File: src/rtl/wb_arbiter_pkg.sv
// wb_arbiter_pkg: shared writeback definitions.
//   LEN_WORD       - register-file data width
//   LEN_REG_ADDR   - destination encoding width ([5]=float file, [4:0]=index)
//   REG_FLOAT_BIT  - position of the float-file select bit
//   REG_ZERO       - integer x0, whose writes are discarded
//   wb_entry_t     - one pending register-file write (destination + data)
//   gnt_e          - which candidate owns the write port this cycle
package wb_arbiter_pkg;

  localparam int unsigned LEN_WORD      = 32;
  localparam int unsigned LEN_REG_ADDR  = 6;
  localparam int unsigned REG_FLOAT_BIT = 5;
  localparam logic [LEN_REG_ADDR-1:0] REG_ZERO = 6'b000000;

  typedef struct packed {
    logic [LEN_REG_ADDR-1:0] rd;
    logic [LEN_WORD-1:0]     data;
  } wb_entry_t;

  typedef enum logic [1:0] {
    GNT_NONE = 2'd0,
    GNT_F    = 2'd1,
    GNT_M    = 2'd2
  } gnt_e;

  // x0 is hard-wired zero; f0 (float bit set) is an ordinary register.
  function automatic logic is_reg_zero(input logic [LEN_REG_ADDR-1:0] rd);
    return !rd[REG_FLOAT_BIT] && (rd[REG_FLOAT_BIT-1:0] == REG_ZERO[REG_FLOAT_BIT-1:0]);
  endfunction

endpackage

File: src/rtl/wb_fifo.sv
// wb_fifo: circular buffer with occupancy count for buffered 1-cycle results.
//   clk, rstn  - clock, asynchronous active-low reset (pointers/count only)
//   push, din  - enqueue din at the tail (ignored when full)
//   pop, dout  - dequeue the head; dout always shows the current head
//   full/empty - occupancy flags
// DEPTH must be a power of two >= 2 so the pointers wrap naturally.
module wb_fifo #(
  parameter int unsigned DEPTH = 2,
  parameter int unsigned WIDTH = 38
) (
  input  logic             clk,
  input  logic             rstn,
  input  logic             push,
  input  logic             pop,
  input  logic [WIDTH-1:0] din,
  output logic [WIDTH-1:0] dout,
  output logic             full,
  output logic             empty
);

  localparam int unsigned PW = $clog2(DEPTH);
  localparam int unsigned CW = PW + 1;

  logic [WIDTH-1:0] mem_q [DEPTH];
  logic [PW-1:0]    wr_ptr_q, rd_ptr_q;
  logic [CW-1:0]    count_q, count_d;
  logic             do_push, do_pop;

  assign full    = (count_q == CW'(DEPTH));
  assign empty   = (count_q == '0);
  assign do_push = push && !full;
  assign do_pop  = pop && !empty;
  assign dout    = mem_q[rd_ptr_q];

  always_comb begin
    count_d = count_q;
    unique case ({do_push, do_pop})
      2'b10:   count_d = count_q + 1'b1;
      2'b01:   count_d = count_q - 1'b1;
      default: count_d = count_q;
    endcase
  end

  always_ff @(posedge clk or negedge rstn) begin
    if (!rstn) begin
      wr_ptr_q <= '0;
      rd_ptr_q <= '0;
      count_q  <= '0;
    end else begin
      if (do_push) wr_ptr_q <= wr_ptr_q + 1'b1;
      if (do_pop)  rd_ptr_q <= rd_ptr_q + 1'b1;
      count_q <= count_d;
    end
  end

  // Storage carries no reset: an entry is only read after it has been written.
  always_ff @(posedge clk) begin
    if (do_push) mem_q[wr_ptr_q] <= din;
  end

endmodule

File: src/rtl/wb_arbiter.sv
// wb_arbiter: writeback stage merging 1-cycle exec results (s1_*) and
// multi-cycle unit results (sm_*) onto one registered register-file port.
//   clk, rstn            - clock, asynchronous active-low reset
//   s1_valid/ready/reg/data - 1-cycle results; buffered in wb_fifo when the
//                          port is taken, s1_ready = FIFO not full
//   sm_valid/ready/reg/data - multi-cycle results; sm_ready pulses on grant
//   wb_en/reg/data       - registered register-file write
//   empty                - nothing buffered and no write in the output register
//   stall_cnt            - (WB_STALL_CNT_EN only) cycles s1 was back-pressured
// Optional feature macro: WB_STALL_CNT_EN.
module wb_arbiter
  import wb_arbiter_pkg::*;
#(
  parameter int unsigned DEPTH        = 2,
  parameter int unsigned STARVE_LIMIT = 4
) (
  input  logic                    clk,
  input  logic                    rstn,
  input  logic                    s1_valid,
  output logic                    s1_ready,
  input  logic [LEN_REG_ADDR-1:0] s1_reg,
  input  logic [LEN_WORD-1:0]     s1_data,
  input  logic                    sm_valid,
  output logic                    sm_ready,
  input  logic [LEN_REG_ADDR-1:0] sm_reg,
  input  logic [LEN_WORD-1:0]     sm_data,
  output logic                    wb_en,
  output logic [LEN_REG_ADDR-1:0] wb_reg,
  output logic [LEN_WORD-1:0]     wb_data,
  output logic                    empty
`ifdef WB_STALL_CNT_EN
  ,
  output logic [31:0]             stall_cnt
`endif
);

  localparam int unsigned SW = $clog2(STARVE_LIMIT + 1);
  localparam logic [SW-1:0] STARVE_MAX = SW'(STARVE_LIMIT);

  wb_entry_t s1_ent, m_ent, head_ent, f_ent, win_ent;
  logic      fifo_full, fifo_empty, fifo_push, fifo_pop;
  logic      f_valid;
  gnt_e      gnt;

  logic [SW-1:0]           starve_q, starve_d;
  logic                    wb_en_q, wb_en_d;
  logic [LEN_REG_ADDR-1:0] wb_reg_q, wb_reg_d;
  logic [LEN_WORD-1:0]     wb_data_q, wb_data_d;

  assign s1_ent = '{rd: s1_reg, data: s1_data};
  assign m_ent  = '{rd: sm_reg, data: sm_data};

  wb_fifo #(
    .DEPTH (DEPTH),
    .WIDTH ($bits(wb_entry_t))
  ) u_fifo (
    .clk   (clk),
    .rstn  (rstn),
    .push  (fifo_push),
    .pop   (fifo_pop),
    .din   (s1_ent),
    .dout  (head_ent),
    .full  (fifo_full),
    .empty (fifo_empty)
  );

  assign s1_ready = !fifo_full;

  // F candidate: FIFO head, or the incoming s1 result bypassing an empty FIFO.
  assign f_valid = !fifo_empty || s1_valid;
  assign f_ent   = fifo_empty ? s1_ent : head_ent;

  always_comb begin
    gnt = GNT_NONE;
    if (sm_valid && (!f_valid || starve_q != STARVE_MAX)) gnt = GNT_M;
    else if (f_valid)                                      gnt = GNT_F;
  end

  assign sm_ready = (gnt == GNT_M);
  assign fifo_pop = (gnt == GNT_F) && !fifo_empty;
  // A bypassed s1 result goes straight to the output register, never the FIFO.
  assign fifo_push = s1_valid && s1_ready && !((gnt == GNT_F) && fifo_empty);
  assign win_ent   = (gnt == GNT_M) ? m_ent : f_ent;

  always_comb begin
    starve_d = '0;
    if ((gnt == GNT_M) && f_valid)
      starve_d = (starve_q == STARVE_MAX) ? starve_q : starve_q + 1'b1;
  end

  // An x0 winner is consumed without a write and leaves wb_reg/wb_data untouched.
  always_comb begin
    wb_en_d   = 1'b0;
    wb_reg_d  = wb_reg_q;
    wb_data_d = wb_data_q;
    if ((gnt != GNT_NONE) && !is_reg_zero(win_ent.rd)) begin
      wb_en_d   = 1'b1;
      wb_reg_d  = win_ent.rd;
      wb_data_d = win_ent.data;
    end
  end

  always_ff @(posedge clk or negedge rstn) begin
    if (!rstn) begin
      starve_q  <= '0;
      wb_en_q   <= 1'b0;
      wb_reg_q  <= '0;
      wb_data_q <= '0;
    end else begin
      starve_q  <= starve_d;
      wb_en_q   <= wb_en_d;
      wb_reg_q  <= wb_reg_d;
      wb_data_q <= wb_data_d;
    end
  end

  assign wb_en   = wb_en_q;
  assign wb_reg  = wb_reg_q;
  assign wb_data = wb_data_q;
  assign empty   = fifo_empty && !wb_en_q;

`ifdef WB_STALL_CNT_EN
  logic [31:0] stall_q;

  always_ff @(posedge clk or negedge rstn) begin
    if (!rstn)                     stall_q <= '0;
    else if (s1_valid && !s1_ready) stall_q <= stall_q + 1'b1;
  end

  assign stall_cnt = stall_q;
`endif

endmodule

File: config.mk
export PLATFORM = sky130hd
export DESIGN_NAME = wb_arbiter
export DESIGN_NICKNAME = d
export VERILOG_FILES = /design/src/rtl/wb_arbiter_pkg.sv /design/src/rtl/wb_fifo.sv /design/src/rtl/wb_arbiter.sv
export SDC_FILE = /design/constraint.sdc
export NUM_CORES = 1
export LEC_CHECK = 0
export ABC_CLOCK_PERIOD_IN_PS = 3400
export CELL_PAD_IN_SITES_DETAIL_PLACEMENT = 0
export CELL_PAD_IN_SITES_GLOBAL_PLACEMENT = 1
export CORE_ASPECT_RATIO = 0.6
export CORE_MARGIN = 5
export CORE_UTILIZATION = 40
export CTS_BUF_LIST = sky130_fd_sc_hd__clkbuf_4 sky130_fd_sc_hd__clkbuf_8 sky130_fd_sc_hd__clkbuf_16
export DETAILED_ROUTE_END_ITERATION = 8
export GPL_ROUTABILITY_DRIVEN = 0
export PLACE_DENSITY = 0.9
export SLEW_MARGIN = 20
export SYNTH_ARGS = -nofsm -noshare
export SYNTH_HDL_FRONTEND = slang
export SYNTH_SLANG_ARGS = --single-unit
File: constraint.sdc
create_clock -name clk -period 3.4 [get_ports clk]
set_input_delay 0.68 -clock clk [delete_from_list [all_inputs] [get_ports clk]]
set_output_delay 0.68 -clock clk [all_outputs]
set_load 0.005 [all_outputs]
==> reports/metrics.cfg <==
[route]
ant_nets=0
wl_per_cell_um=17.7
drt_iter0_markers=280
drt_wl_total_mm=12.6
first_pass_iters=7
post_drt_via_cell_ratio=5.02
vias=3579
drc=0

[sta]
skew_ns=0.0102
hold_viol=0
maxSlewViolCount=0
tns_ns=0
tightestPinTransition_ns=0.677
period_share=0.868
fmax_mhz=339
maxSlewHeadroom=0.549
setup_viol=0
rsz0062_at_grt=false
whs_ns=0.291
fin_ws_ns=0.449
fin_crit_ns=2.95

[layout]
ff_latch_area_um2=3430
diodes=0
multiInputGateArea_um2=1780
layout_commonest_cell=clkdlybuf4s50_1
fillCellCount=1034
syn_to_final_growth_pct=37.7
final_core_util=0.567
drive_above_1_share=0.162
nets=613
largest_register_ffs=76
mostFrequentLayoutCells=120 x clkdlybuf4s50_1, 76 x edfxtp_1, 45 x dfrtp_1

[yosys]
yosys-top-cells-area=edfxtp_1 43%, dfrtp_1 22%, mux2i_1 7.1%
synth_top_cell_by_area=edfxtp_1
yosys_warnings=0
synth_compound_area_frac=0.0768
synth_top_family_by_area=multiplexers
seq_area_frac_synth=0.642
avgSynthCellArea_um2=13.3
synth_xor_area_frac=0.00983
synthCells=403
synth_top_area_frac=0.427
syn_nets=486
yosys_most_used_dff=edfxtp_1
synthMuxAreaShare=0.167
synth-simple-area-share=0.0649
yosys.area_share.adder=0.00702
synth_edf_count=76
synth-seq-cells=122
synthArstFlopShare=0.377
synth_area_um2=5340
ys_types=36

[floorplanning]
core_area_um2=13000
start_util=0.412
die_area_um2=15800
rows=32
die_h_um=99.5
num_io_pins=122
die_w_um=159

[worst_setup_path]
path_cells=clkdlybuf4s50_1 -> nor3_1 -> o21ai_1 -> inv_2 -> clkdlybuf4s50_1
worst_path_most_repeated_cell=clkdlybuf4s50_1
startpoint_type=primary input
cp_slowest_cell=clkdlybuf4s50_1
cp.arrival_ns=2.27
crit_type=in -> out
crit_required_ns=2.72
end_kind=output port
slowest_delay_ns=0.51
crit_fanout=5

[place]
place_ws_ns=0.303
io_buffers=121
hpwl_mm=8.74

[pwr]
power_mw=6.19
clkPwrFrac=0.289
netSwitchingPower_mw=1.84
leakagePower_nw=2.95
internal_power_mw=4.35
swShare=0.297
power_frac_comb=0.335
seqPwrFrac=0.376
ir_worst_vdd_mv=0.404
pwr_density_cell_nw_per_um2=841

[cts]
cts_resized=0
h-tree-depth=4
clock_path_buffers=2
hold_buffers=0
cts_tree=built
cts_buffers=17
insertion_delay_ns=0.41
cts_sinks=122
path_clk_slew_ns=0.06
root_buffer=clkbuf_16
post_cts_buffers=0

[job]
maxCapViolCount=0

[global_routing]
grt.busiest_layer=met1
grt_pass1_vias=3738
track_usage=0.164
met2_usage=0.229
grt_max_degree=72
antenna_found_initial=0
use_met1=0.232
use_met3=0.0617
grt_pass1_wl_mm=20.1
overflow=0

[run_status]
status=finished clean

[worst_hold_path]
hp-class=in -> async

logic make-up after synthesis:
group | Yosys count
fa+ha+maj | 3
compound gates | 76
mux | 79
simple gates | 84
xor+xnor | 6
flops | 122
buf+inv | 33
cell type report:
type	count	share of cell area
Clock buffer	24	0.0692
Inverter	10	0.00510
Sequential cell	122	0.467
Clock inverter	8	0.0124
Timing Repair Buffer	131	0.176
Multi-Input combinational cell	248	0.242
Tap cell	170	0.0289
critical path: cells and delay by family:
kind / cells / cell delay (ns)
buf+inv: 3 / 1.11
simple gates: 1 / 0.07
compound gates: 1 / 0.39
power by group through the flow:
| stage | registers [mW] | logic [mW] | clock network [mW] |
|---|---|---|---|
| 6_report | 2.33 | 2.07 | 1.79 |
| 5_1_grt | 2.38 | 2.28 | 1.88 |
| 4_1_cts | 2.34 | 2.10 | 1.82 |
| 3_5_place_dp | 2.35 | 2.09 | 0 |
| 3_3_place_gp | 2.34 | 2.03 | 0 |
| 2_1_floorplan | 2.28 | 1.24 | 0 |
layer usage:
metal  wire length [um]  vias to the layer above
met5                  0                        -
met4                189                        0
met3                991                       15
met2               5200                      135
met1               6260                     1711
li1                   -                     1718
through the flow:
step | cell area, um2 | instances
floorplan | 5340 | 403
global placement | 6760 | 681
detailed placement | 6760 | 681
CTS | 7360 | 713
global route | 7360 | 713
finish | 7360 | 713
path summary, 6_finish.rpt:
check / from / to / slack [ns] / depth (start not counted)
max: s1_valid / sm_ready / 0.45 / 5
min: rstn / wb_data[19]$_DFFE_PN0P_ / 0.29 / 1
max reg2reg: u_fifo.count_q[0]$_DFFE_PN0P_ / wb_data[18]$_DFFE_PN0P_ / 0.72 / 6
min reg2reg: starve_q[0]$_DFFE_PN0P_ / starve_q[0]$_DFFE_PN0P_ / 0.46 / 1
max in group asynchronous: rstn / u_fifo.rd_ptr_q$_DFFE_PN0P_ / 2.64 / 1
min in group clk: starve_q[0]$_DFFE_PN0P_ / starve_q[0]$_DFFE_PN0P_ / 0.46 / 1
cells in the mapped netlist, types with 3 or more instances:
master,number
mux2_4,14
nor2_1,38
buf_2,3
clkbuf_1,11
o21ai_0,35
mux2_2,26
dfrtp_1,46
buf_6,5
edfxtp_1,76
mux2i_1,38
nand2_1,34
a21oi_1,32
ha_1,3
inv_1,9
buf_1,3
a222oi_1,4
xnor2_1,4
Power figures use the tool's default switching activity.
